===== src/rtl/mem_pkg.sv =====
// Shared types and widths for the memory-access stage.
// Holds the FSM state enum and the MEM/WB payload struct.
package mem_pkg;
    localparam int WORD_W    = 32;
    localparam int REG_NUM_W = 5;
    localparam int TO_CNT_W  = 8;

    typedef enum logic {
        IDLE,
        WAIT
    } mem_state_t;

    typedef struct packed {
        logic                 reg_write;
        logic [REG_NUM_W-1:0] rd_num;
        logic [WORD_W-1:0]    wb_data;
    } mem_wb_t;
endpackage


===== src/rtl/mem_wb_reg.sv =====
// MEM/WB pipeline register with bubble insert and error-flag capture.
// Latency: 1 cycle. Backpressure: none; loads every cycle, bubble zeroes the payload.
// Flags: error/misalign pulses travel only with a bubble.
module mem_wb_reg
    import mem_pkg::*;
(
    input  logic    clk,
    input  logic    rst,
    input  logic    bubble,
    input  logic    bus_error,
    input  logic    misalign,
    input  mem_wb_t d,
    output mem_wb_t q,
    output logic    bus_error_q,
    output logic    misalign_q
);
    always_ff @(posedge clk) begin
        if (rst) begin
            q           <= '0;
            bus_error_q <= 1'b0;
            misalign_q  <= 1'b0;
        end else if (bubble) begin
            q           <= '0;
            bus_error_q <= bus_error;
            misalign_q  <= misalign;
        end else begin
            q           <= d;
            bus_error_q <= 1'b0;
            misalign_q  <= 1'b0;
        end
    end
endmodule


===== src/rtl/mem_stage.sv =====
// Memory-access stage: load/store over a req/ack data-memory port with timeout abort.
// Latency: 1 cycle to MEM/WB after completion; Backpressure: stall held while an access waits for ack.
// Optional MEM_STAGE_ALIGN_CHECK_EN rejects misaligned word accesses without issuing a request.
module mem_stage
    import mem_pkg::*;
#(
    parameter int TIMEOUT_CYCLES = 16
) (
    input  logic                 clk,
    input  logic                 rst,
    input  logic                 mem_write_en,
    input  logic                 mem_to_reg,
    input  logic                 reg_write,
    input  logic [WORD_W-1:0]    alu_result,
    input  logic [WORD_W-1:0]    read_data_2,
    input  logic [REG_NUM_W-1:0] rd_num,
    output logic                 dmem_req,
    output logic                 dmem_we,
    output logic [WORD_W-1:0]    dmem_addr,
    output logic [WORD_W-1:0]    dmem_wdata,
    input  logic [WORD_W-1:0]    dmem_rdata,
    input  logic                 dmem_ack,
    output logic                 stall,
    output logic                 reg_write_out,
    output logic [REG_NUM_W-1:0] rd_num_out,
    output logic [WORD_W-1:0]    wb_data_out,
    output logic                 bus_error_out,
    output logic                 misalign_out
);
    localparam logic [TO_CNT_W-1:0] TO_LIMIT = TO_CNT_W'(TIMEOUT_CYCLES);

    mem_state_t          state, state_next;
    logic [TO_CNT_W-1:0] cnt, cnt_next;
    logic                mem_op, is_load, misalign, access, complete, abort, bubble;
    mem_wb_t             wb_d, wb_q;

    assign mem_op  = mem_write_en | mem_to_reg;
    assign is_load = mem_to_reg & ~mem_write_en;

`ifdef MEM_STAGE_ALIGN_CHECK_EN
    assign misalign = ~rst && (state == IDLE) && mem_op && (alu_result[1:0] != 2'b00);
`else
    assign misalign = 1'b0;
`endif

    // Upstream is frozen during WAIT, so the held inputs still describe the access.
    assign access   = ~rst && ((state == WAIT) || (mem_op && ~misalign));
    assign complete = access && dmem_ack;
    assign abort    = ~rst && (state == WAIT) && (cnt == TO_LIMIT) && ~dmem_ack;
    assign stall    = access && ~complete && ~abort;

    assign dmem_req   = access;
    assign dmem_we    = mem_write_en;
    assign dmem_addr  = alu_result;
    assign dmem_wdata = read_data_2;

    always_ff @(posedge clk) begin
        if (rst) begin
            state <= IDLE;
            cnt   <= '0;
        end else begin
            state <= state_next;
            cnt   <= cnt_next;
        end
    end

    always_comb begin
        state_next = state;
        cnt_next   = cnt;
        case (state)
            IDLE: begin
                if (access && ~dmem_ack) begin
                    state_next = WAIT;
                    cnt_next   = TO_CNT_W'(1);
                end
            end
            WAIT: begin
                if (complete || abort) begin
                    state_next = IDLE;
                    cnt_next   = '0;
                end else begin
                    cnt_next = cnt + TO_CNT_W'(1);
                end
            end
            default: begin
                state_next = IDLE;
                cnt_next   = '0;
            end
        endcase
    end

    // Only a completed load or a non-memory op carries a payload; everything else is a bubble.
    assign bubble = access ? ~(complete && is_load) : misalign;

    always_comb begin
        wb_d           = '0;
        wb_d.reg_write = reg_write & ~mem_write_en;
        wb_d.rd_num    = rd_num;
        wb_d.wb_data   = mem_to_reg ? dmem_rdata : alu_result;
    end

    mem_wb_reg u_mem_wb_reg (
        .clk         (clk),
        .rst         (rst),
        .bubble      (bubble),
        .bus_error   (abort),
        .misalign    (misalign),
        .d           (wb_d),
        .q           (wb_q),
        .bus_error_q (bus_error_out),
        .misalign_q  (misalign_out)
    );

    assign reg_write_out = wb_q.reg_write;
    assign rd_num_out    = wb_q.rd_num;
    assign wb_data_out   = wb_q.wb_data;
endmodule


===== config.mk =====
export PLATFORM = sky130hd
export DESIGN_NAME = mem_stage
export DESIGN_NICKNAME = d
export VERILOG_FILES = /design/src/rtl/mem_pkg.sv /design/src/rtl/mem_wb_reg.sv /design/src/rtl/mem_stage.sv
export SDC_FILE = /design/constraint.sdc
export NUM_CORES = 1
export LEC_CHECK = 0
export CORE_MARGIN = 5
export CORE_UTILIZATION = 28
export DETAILED_ROUTE_END_ITERATION = 12
export PLACE_DENSITY = 0.86
export SKIP_LAST_GASP = 1
export SLEW_MARGIN = 20
export SYNTH_ARGS = -nofsm -noshare
export SYNTH_HDL_FRONTEND = slang
export SYNTH_SLANG_ARGS = --single-unit

===== constraint.sdc =====
create_clock -name clk -period 1.7 [get_ports clk]
set_input_delay 0.34 -clock clk [delete_from_list [all_inputs] [get_ports clk]]
set_output_delay 0.34 -clock clk [all_outputs]
set_load 0.02 [all_outputs]

# After elaboration in Yosys (flattened, before gate mapping)
# Index checks and enable logic that the tools add are counted.
dict set report totals {
  register_bits 48
  output_inout_bits 107
  wordCells 41
  input_bits 107
}
dict set report classes {
  reduce_logical 13
  n_addsub 1
  eq_ne 2
  bitwise_logic 11
  n_mux 8
}
# op count
set ops {}
lappend ops {{$mux 32} 1}
lappend ops {{$mux 8} 2}
lappend ops {{$pmux 8 s2} 1}
lappend ops {{$logic_and 1x1->1} 9}
lappend ops {{$add 8x1->8 const B} 1}
lappend ops {{$eq 8x5->1 const B} 1}
lappend ops {{$not 1->1} 8}
lappend ops {{$reduce_or 2->1} 2}
lappend ops {{$mux 1} 3}
lappend ops {{$and 1x1->1} 2}
lappend ops {{$logic_or 1x1->1} 2}
lappend ops {{$ne 2x2->1 const B} 1}
lappend ops {{$pmux 1 s2} 1}
lappend ops {{$or 1x1->1} 1}

# Logic depth before layout (Yosys ltp)
# Gate-level depths: netlist of run 1.
dict set report depth {
  word_depth 9
  ltp_mapped 7
  mapped_depth_nobuf 7
}

# Cells and area by module
# A second synthesis of run 1 with hierarchy kept.
dict set report unflattened {
  cells_unflattened 252
  hier_area_um2 2557.5
}
# mod instances area_per_inst_um2 cells_each seq_area_each_um2
set modules_own_cells {}
lappend modules_own_cells {mem_stage 1 1411.4 164 180.2}
lappend modules_own_cells {mem_wb_reg 1 1146.1 88 800.8}

# Worst setup path before layout of run 1
# Ideal clock, no wire load.
dict set report synth_path {
  path_type {register to register}
  from {reg cnt[0]}
  to {reg cnt[7]}
  period_less_slack_ns 1.554
  t_arrival_ns 1.480
  t_required_ns 1.626
  slack_ns 0.146
  n_path_buf 0
  setup_ns 0.074
  stages_incl_launch_ff 8
  path_cell_list {dfxtp_1 inv_1 ha_1 nor2b_2 nand4_2 inv_2 or4_1 a31oi_1}
}
dict set report synth_via {
  elab_chain_cells 6
  elab_cells_between_ends 7
  classes_between {1 x add/sub; 1 x eq/ne; 2 x mux; 3 x reduce/logical}
}
# item line
set synth_rtl {}
lappend synth_rtl {{from (decl)} mem_stage.sv:33} ;# logic [TO_CNT_W-1:0] cnt, cnt_next;
lappend synth_rtl {{from (signal assigned)} mem_stage.sv:63} ;# cnt <= cnt_next;
lappend synth_rtl {{branches (longest 4 deep; another with $add 8x1->8)} n/a}
lappend synth_rtl {{$mux 8 (*)} mem_stage.sv:78} ;# if (complete || abort) begin
lappend synth_rtl {{$pmux 8 s2 (*)} mem_stage.sv:70} ;# case (state)
# Mark *: on every way between the ends.
# A chain may end at the register's enable or synchronous reset.

# Worst setup path in the final report of run 1
dict set report layout_path {
  from {reg cnt[3]}
  to {out stall}
}
dict set report layout_via {
  elab_chain_cells 5
}
# item line
set layout_rtl {}
lappend layout_rtl {{$eq 8x5->1} mem_stage.sv:49} ;# assign abort = ~rst && (state == WAIT) && (cnt == TO_LIMIT) && ~dmem_ack;
lappend layout_rtl {{$logic_and 1x1->1 (2 in a row)} mem_stage.sv:49}
lappend layout_rtl {{$not 1->1} mem_stage.sv:50} ;# assign stall = access && ~complete && ~abort;
lappend layout_rtl {{$logic_and 1x1->1} mem_stage.sv:50}
lappend layout_rtl {{to (decl)} mem_stage.sv:23} ;# output logic stall,
# Every way passes these cells.

==> run metrics, run 1 <==
status finished with violations; failing checks negative setup slack; first-pass GRT wire length 10200 um; Post-DP HPWL 5860 um; RR Endpoint cnt[7]; Yosys top cell area share 0.406; Num CTS Buffers 5; n_diodes 0; r2r setup slk 0.09 ns; Final Hold Fails 0; r2r startpoint cnt[1]; total wire length 7200 um; Nets 470; clock root cell clkbuf_8; Yosys top cell by area dfxtp_1; reg2reg path depth 6; sequential share of the synthesized area 0.406; total core area 8220 um2; FMAX 559 MHz; Worst-path clk slew 0.09 ns; CP Data Required Time 1.36 ns; largest net degree at the start of global routing 23; Max VDD drop 0.000219 V; final setup fails 1; Synthesized Nets 364; Syn Inst Count 255; total track usage 0.125; Ys Warns 0; Post-Syn Area per Cell 9.28 um2; # fillers 801; routed vias 2053; TritonCTS clock tree built; initial core utilization 0.288; Max-Cap Viols 0; DR DRC count 0; IO Port Bufs 148; RSZ-0062 raised after global routing yes; end point of the critical path stall; antenna violation net count after detailed routing 0; TritonRoute pass-1 iters 4; vias in the first global route 2097; Post-synth EDFFs 0; gr ovfl total 0; ys async rst share 0; Max Clock Skew 0.00638 ns; H-tree depth 2; Area growth syn-to-layout 58.0%; total power 0.00245 W; CTS Buffer Depth 2; Iter 0 DRT Violations 27; clk_lat worst skew 0.29 ns; power per cell area 656 nW/um2; Pins Over Slew Limit 0; share of post-route cells with drive strength above 1 0.149; Final min period 1.79 ns; # rows 33; Die W 102 um; die area 10400 um2; top_reg_cell synth dfxtp_1; CP endpoint kind output port; utilization after layout 0.455; crit path from cnt[3]; Final period util 1.05; PnR worst setup slack -0.0874 ns; CP arrival 1.45 ns; WL per Instance 15.4 um; Hold WC Path Type input pin to flop; maximum fanout along the worst path 2; Via density 4.40; Synth Cell Area 2370 um2; Distinct cells, synth 36; initial antenna violation count 0; Startpoint Class flop; critical path class flop to output port; Chip Height 102 um; Pleak 1.60 nW; Area contributors post-synth dfxtp_1 41%, buf_4 21%, mux2i_1 14%, nor2_1 6.5%, nand3_1 1.3%; GPL Wtd Cong 0.864; Yosys reg bits 48; IO Pins 214; hold buffers post-CTS 0; CTS sink cnt 48
cell usage after synthesis, types with 2 or more instances:
| master | n |
|---|---|
| a21oi_1 | 4 |
| a31oi_1 | 4 |
| and3_1 | 2 |
| and3_2 | 2 |
| buf_2 | 4 |
| buf_4 | 67 |
| buf_6 | 2 |
| clkbuf_1 | 2 |
| dfxtp_1 | 48 |
| ha_1 | 2 |
| inv_1 | 8 |
| mux2i_1 | 32 |
| nand2_1 | 5 |
| nand3_1 | 6 |
| nor2_1 | 41 |
| nor3_1 | 3 |
| o21bai_1 | 2 |
| or3_1 | 2 |
| or4_1 | 2 |
per-stage QoR:
step	area, um2	TNS (ns)	setup slack (ns)	hold WS [ns]	std cells
after floorplan	2370	0	0.146	0.416	255
after global placement	3590	-10.13	-0.437	0.495	455
after detailed placement	3590	-13.41	-0.509	0.515	455
after CTS	3700	-0.307	-0.174	0.530	467
after global routing	3740	-0.172	-0.133	0.513	467
final	3740	-0.0874	-0.0874	0.496	467
worst min path at each step:
stage                                     to          from  cells after the start  slack (ns)
final                                 cnt[0]      dmem_ack                      4        0.50
after global routing                  cnt[0]      dmem_ack                      4        0.51
after CTS                             cnt[7]        cnt[7]                      2        0.53
after detailed placement              cnt[7]        cnt[7]                      2        0.51
after global placement                cnt[7]        cnt[7]                      2        0.49
after floorplan           u_mem_wb_reg.q[37]  mem_write_en                      1        0.42
timing repair:
action	4_1_cts	5_1_grt
endpoints found under the setup margin	38	24
resized for setup	51	14
pin swaps	4	7
buffers inserted	4	2
flip-flops by register name (all words and copies together), names as in the netlist:
| signal | cells |
|---|---|
| cnt | 8 |
| state | 1 |
| u_mem_wb_reg.bus_error_q | 1 |
| u_mem_wb_reg.q | 38 |
cell usage in the layout (no fill, tap or decap), types with 3 or more instances in the layout:
cell type and n:
clkbuf_8 6, buf_6 3, dfxtp_2 3, a31oi_1 4
nor2_1 41, nand2_1 5, inv_1 7, buf_4 24
mux2i_1 32, clkdlybuf4s50_1 111, dlygate4sd2_1 33, dfxtp_1 45
a21oi_1 4, nand3_1 6
report_power, final:
group	leakage [nW]	internal (W)	total [W]	switching, W
Clock	0.0455	0.000332	0.000681	0.000349
Sequential	0.392	0.00116	0.00117	0.0000101
Combinational	1.17	0.000334	0.000604	0.000269
cell families after synthesis:
logic type / share of synthesized area
other: 0.00158
AO/OA/AOI/OAI: 0.0507
flip-flops: 0.406
multiplexers: 0.135
adder cells (fa/ha/maj): 0.0106
buffers and inverters: 0.248
AND/OR/NAND/NOR: 0.148
critical path, cell delays in order, from the launching register on:
cell     delay (ns)
dfxtp_2        0.33
nor4b_2        0.26
buf_4          0.16
nand4_4        0.11
and3_4         0.17
buf_6          0.12
per-layer routing:
metal  share of wire  routed length (um)  global-route usage
met1            0.35                2550               0.131
met2            0.55                3960               0.240
met3           0.083                 596              0.0382
met4           0.013                  95              0.0353
met5               0                   0                   0
final cells by class:
type	count	area, um2	share of cell area
flip-flops and latches	48	965	0.258
multi-input cells	123	882	0.236
clock buffers	8	90.1	0.0241
repair buffers	174	1640	0.437
well taps	105	131	0.0351
inverters	9	36.3	0.00970
(Power assumes the default switching activity.)
==> run 2: changes to the inputs <==
- SETUP_SLACK_MARGIN: default -> 0.02
==> run metrics, run 2 (same netlist as run 1, synthesis figures left out) <==
status finished with violations (unchanged); failing checks negative setup slack (unchanged); GPL Wtd Cong 0.864 (unchanged); hold buffers post-CTS 0 (unchanged); Max Clock Skew 0.00581 ns (was 0.00638 ns); Pins Over Slew Limit 0 (unchanged); initial core utilization 0.288 (unchanged); Hold WC Path Type input pin to flop (unchanged); CP arrival 1.45 ns (about the same); FF/Latch Area 965 um2 (unchanged); total wire length 7200 um (about the same); Via density 4.38 (was 4.40); r2r setup slk 0.10 ns (was 0.09 ns); max FFs per register 38 (unchanged); hold path startpoint dmem_ack (unchanged); area of placed instances 3590 um2 (unchanged); CP endpoint kind output port (unchanged); multi-input logic area 882 um2 (unchanged); Top Registers u_mem_wb_reg.q (38), cnt (8) (unchanged); initial antenna violation count 0 (unchanged); hold path cells 4 (unchanged); H-tree depth 2 (unchanged); PnR worst setup slack -0.0857 ns (was -0.0874 ns); commonest non-fill, non-tap cell in the layout clkdlybuf4s50_1 (unchanged); Chip Height 102 um (unchanged); antenna violation net count after detailed routing 0 (unchanged); Area growth syn-to-layout 58.0% (unchanged); RR Endpoint cnt[7] (unchanged); clk_lat worst skew 0.29 ns (about the same); Max-Cap Viols 0 (unchanged); clock root cell clkbuf_8 (unchanged); Num CTS Buffers 5 (unchanged); maximum fanout along the worst path 2 (unchanged); WL per Instance 15.4 um (about the same); Iter 0 DRT Violations 28 (was 27); Max VDD drop 0.000219 V (about the same); Nets 470 (unchanged); TritonRoute pass-1 iters 4 (unchanged); # fillers 800 (was 801); Die W 102 um (unchanged); final setup fails 1 (unchanged); FMAX 560 MHz (was 559 MHz); worst slack, placed -0.509 ns (unchanged); routed vias 2045 (was 2053); Final Hold Fails 0 (unchanged); DR DRC count 0 (unchanged); hold endpoint cnt[0] (unchanged); vias in the first global route 2114 (was 2097); IO Pins 214 (unchanged); n_diodes 0 (unchanged); total core area 8220 um2 (unchanged); power per cell area 655 nW/um2 (was 656 nW/um2); CP Data Required Time 1.36 ns (about the same); r2r startpoint cnt[1] (unchanged); reg2reg path depth 6 (unchanged); TritonCTS clock tree built (unchanged); CTS Buffer Depth 2 (unchanged); die area 10400 um2 (unchanged); largest net degree at the start of global routing 23 (unchanged); # rows 33 (unchanged); Final period util 1.05 (about the same); first-pass GRT wire length 10300 um (was 10200 um); final non-filler cell area 3740 um2 (unchanged); Largest Register u_mem_wb_reg.q (unchanged); gr ovfl total 0 (unchanged); Startpoint Class flop (unchanged); IO Port Bufs 148 (unchanged); Post-DP HPWL 5860 um (unchanged); critical path class flop to output port (unchanged); RSZ-0062 raised after global routing yes (unchanged); Worst-path clk slew 0.08 ns (was 0.09 ns); CTS sink cnt 48 (unchanged); utilization after layout 0.455 (unchanged); total track usage 0.126 (was 0.125); Pleak 1.60 nW (about the same); most frequent cells in the layout 111 x clkdlybuf4s50_1, 45 x dfxtp_1, 41 x nor2_1, 33 x dlygate4sd2_1, 32 x mux2i_1 (unchanged); share of post-route cells with drive strength above 1 0.149 (unchanged); Final min period 1.79 ns (about the same)
[run 2: per-layer routing]
layer	up-vias	wire, um	GRT usage
met5	-	0	0
met4	0	95	0.0353
met3	18	604	0.0382
met2	104	3960	0.243
met1	937	2540	0.131
li1	986	-	-
[run 2: repair_timing]
action / 4_1_cts / 5_1_grt
resized for setup: 53 / 12
cloned: 0 / 0
setup buffers: 4 / 2
pin swaps: 5 / 7
endpoints found under the setup margin: 39 / 26
[run 2: final cells by class]
type	count	share of cell area
clock buffer	8	0.0241
tap	105	0.0351
sequential	48	0.258
timing repair buffer	174	0.437
multi-input combinational	123	0.236
inverter	9	0.00970
[run 2: how the worst max path moves through the flow]
stage,start,end,slack (ns),depth (start not counted)
2_1_floorplan,cnt[0],cnt[7],0.15,7
3_3_place_gp,dmem_ack,stall,-0.44,5
3_5_place_dp,dmem_ack,stall,-0.51,5
4_1_cts,cnt[5],stall,-0.17,5
5_1_grt,cnt[3],stall,-0.13,5
6_report,cnt[3],stall,-0.09,5
[run 2: worst max-delay path, cell delays in order (launching register included)]
cell,delay (ns)
dfxtp_2,0.33
nor4b_2,0.26
buf_4,0.16
nand4_4,0.11
and3_4,0.17
buf_6,0.12
[run 2: report_power, final]
group	total, W	internal, W	leakage, nW	switching, W
combinational	0.000603	0.000334	1.17	0.000268
clock	0.000679	0.000332	0.0455	0.000347
sequential	0.00117	0.00116	0.392	0.0000102
total	0.00245	0.00183	1.60	0.000626
[run 2: per-stage QoR]
stage,TNS (ns),instances,total power [W],hold WS [ns]
floorplan,0,255,0.00160,0.416
global placement,-10.13,455,0.00181,0.495
detailed placement,-13.41,455,0.00182,0.515
CTS,-0.296,467,0.00249,0.530
global route,-0.173,467,0.00258,0.513
finish,-0.0857,467,0.00245,0.487
